==> config.mk <==
export PLATFORM = sky130hd
export DESIGN_NAME = fifo_rd_stream
export DESIGN_NICKNAME = d
export VERILOG_FILES = /design/src/rtl/fifo_rd_stream.sv
export SDC_FILE = /design/constraint.sdc
export NUM_CORES = 1
export LEC_CHECK = 0
export ABC_CLOCK_PERIOD_IN_PS = 2200
export BUFFER_PORTS_ARGS = -buffer_cell sky130_fd_sc_hd__clkbuf_2
export CAP_MARGIN = 20
export CORE_UTILIZATION = 45
export DETAILED_ROUTE_END_ITERATION = 16
export PLACE_DENSITY = 0.76
export SYNTH_ARGS = -nofsm -noshare
export SYNTH_HDL_FRONTEND = slang
export SYNTH_SLANG_ARGS = --single-unit
==> constraint.sdc <==
create_clock -name clk -period 2.2 [get_ports clk]
set_input_delay 0.33 -clock clk [delete_from_list [all_inputs] [get_ports clk]]
set_output_delay 0.33 -clock clk [all_outputs]
set_load 0.005 [all_outputs]
==> src/rtl/fifo_rd_stream.sv <==
// fifo_rd_stream
//   Read-side adapter for an asynchronous FIFO, running in the FIFO read clock
//   domain. Pops FIFO words whenever buffer space exists and presents them on a
//   valid/ready stream through a 2-entry registered buffer. The pop has no
//   combinational dependency on m_ready, so the FIFO timing is isolated from
//   the consumer while still sustaining one word per cycle.
//
// Ports
//   clk         read-domain clock (same as FIFO rclk)
//   rstn        asynchronous active-low reset
//   fifo_empty  FIFO registered empty flag
//   fifo_dout   FIFO read data, valid while fifo_empty = 0
//   fifo_rden   FIFO pop; word on fifo_dout consumed at this edge
//   m_valid     output stream valid
//   m_ready     output stream ready
//   m_data      output stream data (buffer head)
//   flush       synchronous flush of buffered words
//   xfer_cnt    wrapping count of completed output handshakes
module fifo_rd_stream #(
    parameter int DWIDTH = 8,
    parameter int CNTW   = 16
) (
    input  logic              clk,
    input  logic              rstn,
    input  logic              fifo_empty,
    input  logic [DWIDTH-1:0] fifo_dout,
    output logic              fifo_rden,
    output logic              m_valid,
    input  logic              m_ready,
    output logic [DWIDTH-1:0] m_data,
    input  logic              flush,
    output logic [CNTW-1:0]   xfer_cnt
);

    logic [1:0]        cnt;
    logic [1:0]        cnt_next;
    logic [DWIDTH-1:0] e0;
    logic [DWIDTH-1:0] e1;
    logic              armed;
    logic              pop;
    logic              fire;

    // The FIFO empty flag is only trustworthy one cycle after reset, so pops
    // stay masked until armed is set.
    assign pop       = armed & ~fifo_empty & (cnt != 2'd2) & ~flush;
    assign fifo_rden = pop;
    assign m_valid   = (cnt != 2'd0) & ~flush;
    assign fire      = m_valid & m_ready;
    assign m_data    = e0;

    always_comb begin
        cnt_next = cnt;
        if (flush) begin
            cnt_next = '0;
        end else if (pop && !fire) begin
            cnt_next = cnt + 2'd1;
        end else if (!pop && fire) begin
            cnt_next = cnt - 2'd1;
        end
    end

    always_ff @(posedge clk or negedge rstn) begin
        if (!rstn) begin
            cnt      <= '0;
            e0       <= '0;
            e1       <= '0;
            armed    <= 1'b0;
            xfer_cnt <= '0;
        end else begin
            armed <= 1'b1;
            cnt   <= cnt_next;

            // pop and fire are both forced low during flush, so no data moves
            unique case (cnt)
                2'd0: begin
                    if (pop) e0 <= fifo_dout;
                end
                2'd1: begin
                    // with fire and no pop e0 goes stale; cnt drops to 0
                    if (pop && fire)  e0 <= fifo_dout;
                    if (pop && !fire) e1 <= fifo_dout;
                end
                2'd2: begin
                    if (fire) e0 <= e1;
                end
                default: ;
            endcase

            if (fire) xfer_cnt <= xfer_cnt + CNTW'(1);
        end
    end

endmodule
==> key figures, run 1 <==
Run status
  – Status: finished clean

Logic synthesis
  – Synth top area share: 52.40%
  – Post-Synthesis Cell Area: 1672 um2
  – Area leader, netlist: dfrtp_1
  – Yosys reg bits: 35
  – Most used DFF post-synth: dfrtp_1
  – Synth area leaders: dfrtp_1 52%, mux2_2 5.4%, mux2i_1 4.8%, xor2_1 4.7%, xnor2_1 4.2%
  – Post-synth ARST share: 100.0%
  – Library cells used by synthesis: 30
  – Sequential share of the synthesized area: 52.40%
  – Synth warn: 0
  – Mapped Cells: 143
  – EDFF count, synth: 0
  – Synth Net Count: 161
  – Syn Area/Cell: 11.69 um2

Power
  – LEAKAGE: 0.001008 uW
  – P per Cell Area: 1142 nW/um2
  – Peak VDD IR: 0.5956 mV

Clock network
  – CTS Buf Count: 5
  – CTS tree: yes
  – Root Driver: clkbuf_8
  – CTS max path bufs: 2
  – Reg clk slew, reported paths: 70 ps
  – Hold buffer count at cts: 0
  – Clk_lat worst skew: 290 ps
  – Setup Buffers After CTS: 0
  – H-tree lvl count: 2
  – Sink Count: 35

STA
  – Final min period: 2107 ps
  – Final TNS setup: 0 ps
  – Setup violators final: 0
  – Final Hold Viols: 0
  – F_max: 474.5 MHz
  – RSZ-0062 raised after global routing: no
  – Clock Skew: 7.357 ps
  – Worst slew margin: 43.62%
  – Final Slew Violations: 0
  – Slew @ Worst Pin: 845.7 ps
  – Final period util: 95.79%

Critical path
  – CP max stage cell: or4b_4
  – CP max FO: 4
  – CP Class: register to primary output
  – CP delay by family, top: simple AND/OR/NAND/NOR gates
  – Worst Setup End Kind: primary output
  – CP startpoint kind: register
  – Arr. time, crit path: 1780 ps
  – Crit-path max cell delay: 540 ps
  – Required @ worst endpoint: 1870 ps
  – CP bufs+invs: 3
  – Cells along the critical path: inv_1 > ha_1 > or4b_4 > inv_2 > clkbuf_2

Finish
  – Layout area overhead: 22.90%
  – Commonest non-fill, non-tap cell in the layout: clkbuf_2
  – Most frequent cells in the layout: 38 x clkbuf_2, 35 x dfrtp_1, 13 x nand2_1
  – Post-layout net count: 207
  – Design Area, Final: 2054 um2
  – Share of layout cells above drive strength 1: 36.32%
  – Antenna cells: 0

Place
  – Buffers on Ports: 38
  – RePlAce Congestion: 0.7440
  – Detail Placement HPWL: 2.324 mm
  – Cell Area, Placed: 1917 um2

Floorplanning
  – Io pins: 39
  – Effective utilization at floorplan: 48.56%
  – Die X: 62.95 um
  – Rows: 21
  – Die Height: 62.95 um
  – Core area: 3442 um2
  – Die area: 3963 um2

Global route
  – Tot GR Track Use: 18.17%
  – Initial antenna violation count: 0
  – Vias in the first global route: 1,247
  – First-pass GRT wire length: 5.554 mm
  – Largest net degree at the start of global routing: 36
  – Grt total ovfl: 0

Route
  – DR DRC count: 0
  – ANT nets after route: 0
  – Final wirelength: 3.317 mm
  – Wirelength per Cell: 14.06 um
  – Routed vias/inst: 5.335
  – Routed vias: 1,259
  – First DRT Iteration DRCs: 56
  – TritonRoute pass-1 iters: 4

Worst hold path
  – HP Class: primary input to async pin

Run
  – Max-Cap Viols: 0
==> timing repair <==
action                     4_1_cts  5_1_grt
resized for setup                1        4
gates cloned                     0        1
setup endpoints to repair        1       11
pin swaps                        0        2
==> cells in the mapped netlist (2+ instances only) <==
cell type,count
a211oi_1,2
a31oi_1,8
nor3_1,3
nand2_1,13
xor2_1,9
ha_1,5
nor2_1,8
buf_2,2
inv_1,3
a21oi_1,9
nand4_1,4
mux2i_1,8
nand2b_1,2
xnor2_1,8
mux2_2,8
buf_6,3
dfrtp_1,35
==> worst paths after layout <==
kind | from | end | slack [ps] | cells past startpoint
worst max-delay path | cnt[0] | fifo_rden | 90 | 5
worst max register to register | cnt[0] | m_data[4] | 120 | 7
min in group clk | fifo_dout[6] | e1[6] | 290 | 2
worst min-delay path | rstn | xfer_cnt[4] | 140 | 1
max in group asynchronous | rstn | e1[0] | 1530 | 1
worst min register to register | xfer_cnt[15] | xfer_cnt[15] | 480 | 1
==> cell families (layout without fill, tap and decap cells) <==
kind of cell / count (synthesis) / after routing / share of synthesized area (%)
AND/OR/NAND/NOR: 39 / 39 / 12.58
flip-flops: 35 / 35 / 52.40
AO/OA/AOI/OAI: 21 / 21 / 8.458
XOR/XNOR: 17 / 17 / 8.908
multiplexers: 16 / 16 / 10.18
buffers and inverters: 9 / 56 / 3.518
adder cells (fa/ha/maj): 5 / 5 / 3.743
other: 1 / 1 / 0.2243
==> sequential cells by signal (all words and copies together) (netlist names) <==
register and cells:
e1 8, armed 1, xfer_cnt 16, m_data 8, cnt 2
==> power breakdown <==
group	internal [uW]	total (uW)	leakage [uW]	switching, uW
clock	367	598	0.0000612	231
sequential	835	971	0.000450	136
combinational	388	777	0.000497	389
total	1590	2350	0.00101	757
==> metal layers <==
metal  up-vias  wire (um)  global-route usage [%]
met5         -          0                       0
met4         0         16                   4.360
met3         2        214                   6.934
met2        46       1635                   31.59
met1       620       1451                   20.83
li1        591          -                       -
==> layout make-up <==
type                            instances  area, um2
Clock buffer                            6      82.58
Clock inverter                          2      35.03
Fill cell                             295       1388
Inverter                                3      11.26
Multi-Input combinational cell         99      748.2
Sequential cell                        35      875.8
Tap cell                               46      57.56
Timing Repair Buffer                   45      244.0
==> per-stage QoR <==
stage	utilization [%]	instances	hold WS (ps)	total power, uW	setup WS, ps
detailed placement	55.69	227	468.8	1723	64.19
floorplan	-	143	34.41	1476	23.75
global route	59.69	236	191.3	2507	13.22
finish	59.69	236	139.0	2347	92.57
global placement	55.69	227	454.1	1675	132.8
CTS	59.11	235	167.7	2327	26.20
No activity file was read; power rests on OpenSTA's default activity.
==> run 2, diff against run 1 <==
--- a/config.mk
+++ b/config.mk
@@ -8,6 +8,7 @@
 export ABC_CLOCK_PERIOD_IN_PS = 2200
 export BUFFER_PORTS_ARGS = -buffer_cell sky130_fd_sc_hd__clkbuf_2
 export CAP_MARGIN = 20
+export CORE_ASPECT_RATIO = 2
 export CORE_UTILIZATION = 45
 export DETAILED_ROUTE_END_ITERATION = 16
 export PLACE_DENSITY = 0.76
==> run 2 against run 1 <==
Net effect: utilization decreased by 2.3 points; worst setup slack improved by 10 ps; die area increased by 0.36%; sequential share of layout area increased by 0.13 points; power decreased by 2.7%; sequential cell count unchanged; cell area decreased by 0.30%; clock power decreased by 16%; wire length increased by 5.9%; sequential power increased by 0.7%; first-iteration DRC count decreased by 73%; cell count increased by 0.85%; highest routed layer unchanged.
==> key figures, run 2 (synthesized netlist as in run 1, its figures left out) <==
Route
  – DR DRC count: 0 (unchanged)
  – TritonRoute pass-1 iters: 4 (unchanged)
  – Routed vias: 1,248 (-0.87%)
  – First DRT Iteration DRCs: 15 (-73%)
  – ANT nets after route: 0 (unchanged)
  – Wirelength per Cell: 14.76 um (+5.0%)
  – Final wirelength: 3.513 mm (+5.9%)
  – Routed vias/inst: 5.244 (-1.7%)

Critical path
  – CP startpoint kind: register
  – R2R Setup Slk: 130 ps (about the same)
  – Required @ worst endpoint: 1870 ps (about the same)
  – CP Class: register to primary output
  – Setup crit start: cnt[0]
  – CP max FO: 4 (unchanged)
  – Worst Setup End Kind: primary output
  – Reg-to-reg endpoint: m_data[3]
  – Worst setup path end: fifo_rden
  – Cells on worst reg2reg path: 7 (unchanged)
  – Arr. time, crit path: 1770 ps (about the same)
  – FF-to-FF Start: cnt[0]

Clock network
  – Root Driver: clkbuf_8
  – Hold buffer count at cts: 0 (unchanged)
  – CTS tree: yes
  – H-tree lvl count: 2 (unchanged)
  – CTS Buf Count: 5 (unchanged)
  – CTS max path bufs: 2 (unchanged)
  – Reg clk slew, reported paths: 70 ps (about the same)
  – Clk_lat worst skew: 280 ps (about the same)
  – Sink Count: 35 (unchanged)

Floorplanning
  – Io pins: 39 (unchanged)
  – Effective utilization at floorplan: 46.84% (-1.7 points)
  – Die X: 45.10 um (-28%)
  – Rows: 31 (+48%)
  – Core area: 3568 um2 (+3.7%)
  – Die area: 3977 um2 (+0.36%)
  – Die Height: 88.19 um (+40%)

Finish
  – Post-layout net count: 206 (-0.48%)
  – Antenna cells: 0 (unchanged)
  – Commonest non-fill, non-tap cell in the layout: clkbuf_2
  – Max FFs per register: 16 (unchanged)
  – Share of layout cells above drive strength 1: 34.92% (-1.4 points)
  – FF+latch area: 875.8 um2 (unchanged)
  – Fillers: 311 (+5.4%)
  – Layout area overhead: 22.53%
  – Top reg by flops: xfer_cnt
  – Multi-input gate area: 752.0 um2 (+0.50%)
  – Design Area, Final: 2048 um2 (-0.30%)
  – Most frequent cells in the layout: 38 x clkbuf_2, 35 x dfrtp_1, 13 x nand2_1

Global route
  – Initial antenna violation count: 0 (unchanged)
  – First-pass GRT wire length: 5.913 mm (+6.5%)
  – Grt total ovfl: 0 (unchanged)
  – Vias in the first global route: 1,316 (+5.5%)
  – Tot GR Track Use: 20.49% (+2.3 points)
  – Largest net degree at the start of global routing: 36 (unchanged)

Run
  – Max-Cap Viols: 0 (unchanged)

Power
  – Switching portion of total power: 33.00% (+0.74 points)
  – P per Cell Area: 1114 nW/um2 (-2.4%)
  – Clk pwr share: 22.1% (-3.4 points)
  – LEAKAGE: 0.001014 uW (+0.66%)
  – Internal power: 1529 uW (-3.8%)
  – Reg power frac: 42.8% (+1.4 points)
  – Peak VDD IR: 0.7110 mV (+19%)
  – Sw Pwr: 753.3 uW (-0.49%)
  – Comb pwr share: 35.1% (+2.0 points)

Run status
  – Status: finished clean

Place
  – Buffers on Ports: 38 (unchanged)
  – RePlAce Congestion: 0.9077 (+22%)
  – Detail Placement HPWL: 2.670 mm (+15%)
  – Pre-CTS setup slack: 64.41 ps (+0.2256 ps)
  – Cell Area, Placed: 1926 um2 (+0.46%)

STA
  – Setup violators final: 0 (unchanged)
  – Final TNS setup: 0 ps (unchanged)
  – Slew @ Worst Pin: 866.0 ps (+20.30 ps)
  – Worst slew margin: 42.27% (-1.4 points)
  – Final period util: 95.32% (-0.47 points)
  – Final Slew Violations: 0 (unchanged)
  – F_max: 476.8 MHz (+0.49%)
  – Final min period: 2097 ps (-10.32 ps)
  – RSZ-0062 raised after global routing: no
  – Final WS setup: 102.9 ps (+10.32 ps)
  – Clock Skew: 4.112 ps (-3.245 ps)
  – Final Hold Viols: 0 (unchanged)

Worst hold path
  – HP Class: primary input to async pin
[run 2: cell types whose count changed in the layout (fill, tap and decap cells not counted), sizes merged]
cell and change:
buf -1, bufinv -1, clkbuf +2, clkinv -1
[run 2: metal layers]
| layer | track usage [%] | part of all wire [%] | up-vias |
|---|---|---|---|
| li1 | - | - | 589 |
| met1 | 21.50 | 36 | 617 |
| met2 | 37.02 | 58 | 35 |
| met3 | 5.155 | 3.9 | 7 |
| met4 | 8.264 | 1.9 | 0 |
| met5 | 0 | 0 | - |
[run 2: how the worst min path moves through the flow]
| stage | start | end | slack, ps | cells past startpoint |
|---|---|---|---|---|
| after floorplan | rstn | armed | 30 | 0 |
| after global routing | rstn | xfer_cnt[14] | 220 | 1 |
| after CTS | rstn | xfer_cnt[12] | 170 | 1 |
| final | rstn | xfer_cnt[12] | 150 | 1 |
| after detailed placement | xfer_cnt[15] | xfer_cnt[15] | 460 | 1 |
| after global placement | xfer_cnt[15] | xfer_cnt[15] | 460 | 1 |
[run 2: critical path, stage by stage (launching register included)]
cell      delay, ps
dfrtp_1         380
inv_1           100
ha_1            230
or4b_4          550
inv_2           110
clkbuf_2        120
[run 2: final cells by class]
class	instances	share of cell area [%]
tap	49	2.993
timing repair buffer	44	12.10
inverter	3	0.5498
clock buffer	8	4.887
multi-input combinational	99	36.71
sequential	35	42.76
[run 2: metrics by stage]
stage	instances	hold WS (ps)	util, %	power [uW]
5_1_grt	238	218.3	57.40	2422
3_5_place_dp	229	459.1	53.96	1779
2_1_floorplan	143	34.41	-	1476
6_report	238	148.9	57.40	2283
4_1_cts	237	167.4	56.77	2285
3_3_place_gp	229	457.1	53.96	1710
[run 2: power by group through the flow]
| stage | registers (uW) | logic (uW) | clock network (uW) |
|---|---|---|---|
| 6_report | 978 | 801 | 504 |
| 5_1_grt | 999 | 876 | 547 |
| 4_1_cts | 979 | 791 | 514 |
| 3_5_place_dp | 990 | 790 | 0 |
| 3_3_place_gp | 968 | 743 | 0 |
| 2_1_floorplan | 961 | 516 | 0 |
[run 2: timing repair]
action | CTS | global route
pin swaps | 0 | 1
endpoints found under the setup margin | 1 | 8
resized for setup | 1 | 3
buffers inserted | 0 | 1
endpoints found under the hold margin | 0 | 0
==> run 3, diff against run 2 <==
--- a/config.mk
+++ b/config.mk
@@ -9,9 +9,9 @@
 export BUFFER_PORTS_ARGS = -buffer_cell sky130_fd_sc_hd__clkbuf_2
 export CAP_MARGIN = 20
 export CORE_ASPECT_RATIO = 2
-export CORE_UTILIZATION = 45
+export CORE_UTILIZATION = 30
 export DETAILED_ROUTE_END_ITERATION = 16
-export PLACE_DENSITY = 0.76
+export PLACE_DENSITY = 0.56
 export SYNTH_ARGS = -nofsm -noshare
 export SYNTH_HDL_FRONTEND = slang
 export SYNTH_SLANG_ARGS = --single-unit
==> run 3 against run 2 <==
Net effect: combinational power fell by 0.5%; clock power shrank 11%; worst hold slack lost 78 ps; clock skew rose by 5.3 ps; first-iteration DRC count down 33%; non-clock buffer count up 5; critical path type unchanged; critical endpoint unchanged.
==> key figures, run 3 (synthesized netlist as in run 1, its figures left out) <==
Run status
  – Status: finished clean

Finish
  – Most frequent cells in the layout: 38 x clkbuf_2, 35 x dfrtp_1, 13 x nand2_1
  – Commonest non-fill, non-tap cell in the layout: clkbuf_2
  – Antenna cells: 0 (unchanged)
  – Share of layout cells above drive strength 1: 37.11% (+2.2 points)
  – Top reg by flops: xfer_cnt
  – Max FFs per register: 16 (unchanged)
  – Layout area overhead: 24.85%
  – Fillers: 558 (+79%)
  – FF+latch area: 875.8 um2 (unchanged)
  – Multi-input gate area: 752.0 um2 (unchanged)
  – Post-layout net count: 211 (+2.4%)

Clock network
  – Reg clk slew, reported paths: 70 ps (about the same)
  – CTS max path bufs: 2 (unchanged)
  – CTS tree: yes
  – Clk_lat worst skew: 280 ps (about the same)
  – H-tree lvl count: 2 (unchanged)
  – Root Driver: clkbuf_8
  – CTS Buf Count: 5 (unchanged)
  – Sink Count: 35 (unchanged)

Global route
  – Largest net degree at the start of global routing: 36 (unchanged)
  – Tot GR Track Use: 13.59% (-6.9 points)
  – Initial antenna violation count: 0 (unchanged)
  – Grt total ovfl: 0 (unchanged)
  – Vias in the first global route: 1,280 (-2.7%)
  – First-pass GRT wire length: 5.823 mm (-1.5%)

Critical path
  – CP max stage cell: or4b_4
  – CP max FO: 4 (unchanged)
  – Worst setup path end: fifo_rden
  – FF-to-FF Start: cnt[1]
  – Arr. time, crit path: 1760 ps (about the same)
  – CP startpoint kind: register
  – Setup crit start: cnt[0]
  – Crit path depth: 6 (+1)
  – Cells along the critical path: inv_1 > ha_2 > or4b_4 > inv_4 > buf_4 > clkbuf_2
  – Reg-to-reg endpoint: xfer_cnt[15]
  – Crit-path max cell delay: 540 ps (about the same)
  – CP delay by family, top: simple AND/OR/NAND/NOR gates
  – Worst Setup End Kind: primary output
  – CP Class: register to primary output
  – Cells on worst reg2reg path: 6 (-1)
  – R2R Setup Slk: 190 ps (+60 ps)
  – Required @ worst endpoint: 1870 ps (about the same)
  – CP bufs+invs: 4 (+1)

STA
  – F_max: 479.2 MHz (+0.50%)
  – Final TNS setup: 0 ps (unchanged)
  – Hold slack: 70.35 ps (-78.50 ps)
  – Final Hold Viols: 0 (unchanged)
  – Final period util: 94.85% (-0.47 points)
  – Clock Skew: 9.440 ps (+5.327 ps)
  – Final min period: 2087 ps (-10.43 ps)
  – Final Slew Violations: 0 (unchanged)
  – RSZ-0062 raised after global routing: no
  – Setup violators final: 0 (unchanged)

Place
  – RePlAce Congestion: 0.6884 (-24%)
  – Detail Placement HPWL: 2.578 mm (-3.4%)
  – Buffers on Ports: 38 (unchanged)

Route
  – ANT nets after route: 0 (unchanged)
  – DR DRC count: 0 (unchanged)
  – TritonRoute pass-1 iters: 4 (unchanged)
  – Routed vias: 1,225 (-1.8%)
  – First DRT Iteration DRCs: 10 (-5)
  – Final wirelength: 3.413 mm (-2.8%)
  – Routed vias/inst: 4.823 (-8.0%)
  – Wirelength per Cell: 13.44 um (-9.0%)

Floorplanning
  – Die area: 5892 um2 (+48%)
  – Die Height: 107.6 um (+22%)
  – Die X: 54.78 um (+21%)
  – Rows: 38 (+23%)
  – Core area: 5373 um2 (+51%)
  – Effective utilization at floorplan: 31.11% (-16 points)
  – Io pins: 39 (unchanged)

Worst hold path
  – HP Class: primary input to async pin

Power
  – P per Cell Area: 1059 nW/um2 (-5.0%)
  – LEAKAGE: 0.001025 uW (+1.1%)
  – Peak VDD IR: 0.6656 mV (-6.4%)

Run
  – Max-Cap Viols: 0 (unchanged)
==> run 3: area by class of cell <==
class | instances | area share [%]
sequential | 35 | 41.97
multi-input combinational | 99 | 36.03
timing repair buffer | 49 | 13.67
tap | 60 | 3.597
clock buffer | 6 | 3.477
inverter | 3 | 0.6595
clock inverter | 2 | 0.5995
==> run 3: worst reg2reg max path, stage by stage (launching register included) <==
cell	delay, ps
dfrtp_1	390
inv_1	100
ha_1	220
nand2b_1	170
or4_4	570
nor4_4	320
xor2_1	160
==> run 3: per-stage QoR <==
stage	std cells	cell area (um2)	worst slack (ps)	utilization (%)	total power [uW]
after global placement	244	1969	6.523	36.66	1755
after CTS	254	2078	7.085	38.68	2254
after floorplan	143	1672	23.75	-	1476
after global routing	254	2087	18.69	38.84	2389
final	254	2087	113.3	38.84	2210
after detailed placement	244	1969	-7.076	36.66	1768
==> run 3: worst min-delay path by stage <==
stage,slack (ps),cells past startpoint,to
global route,110,2,cnt[1]
floorplan,30,0,armed
CTS,90,2,e1[0]
finish,70,2,e1[2]
global placement,400,2,e1[0]
detailed placement,400,2,e1[0]
==> run 3: metal layers <==
layer	global-route usage, %	share of wire, %	vias to the layer above
met3	3.249	4.0	6
met4	6.227	2.3	0
met2	23.67	57	36
met5	0	0	-
met1	14.35	37	583
li1	-	-	600
==> run 3: timing repair <==
item	in CTS	in global routing
endpoints found under the setup margin	2	2
setup buffers	2	0
gates resized for setup	2	3
hold buffers	0	0
pin swaps	0	1
==> run 3: where the power goes <==
group          total (uW)  internal (uW)  leakage [uW]  switching [uW]
combinational         797            426      0.000534             372
sequential            962            835      0.000450             127
clock                 451            221     0.0000412             230
total                2210           1480       0.00102             729
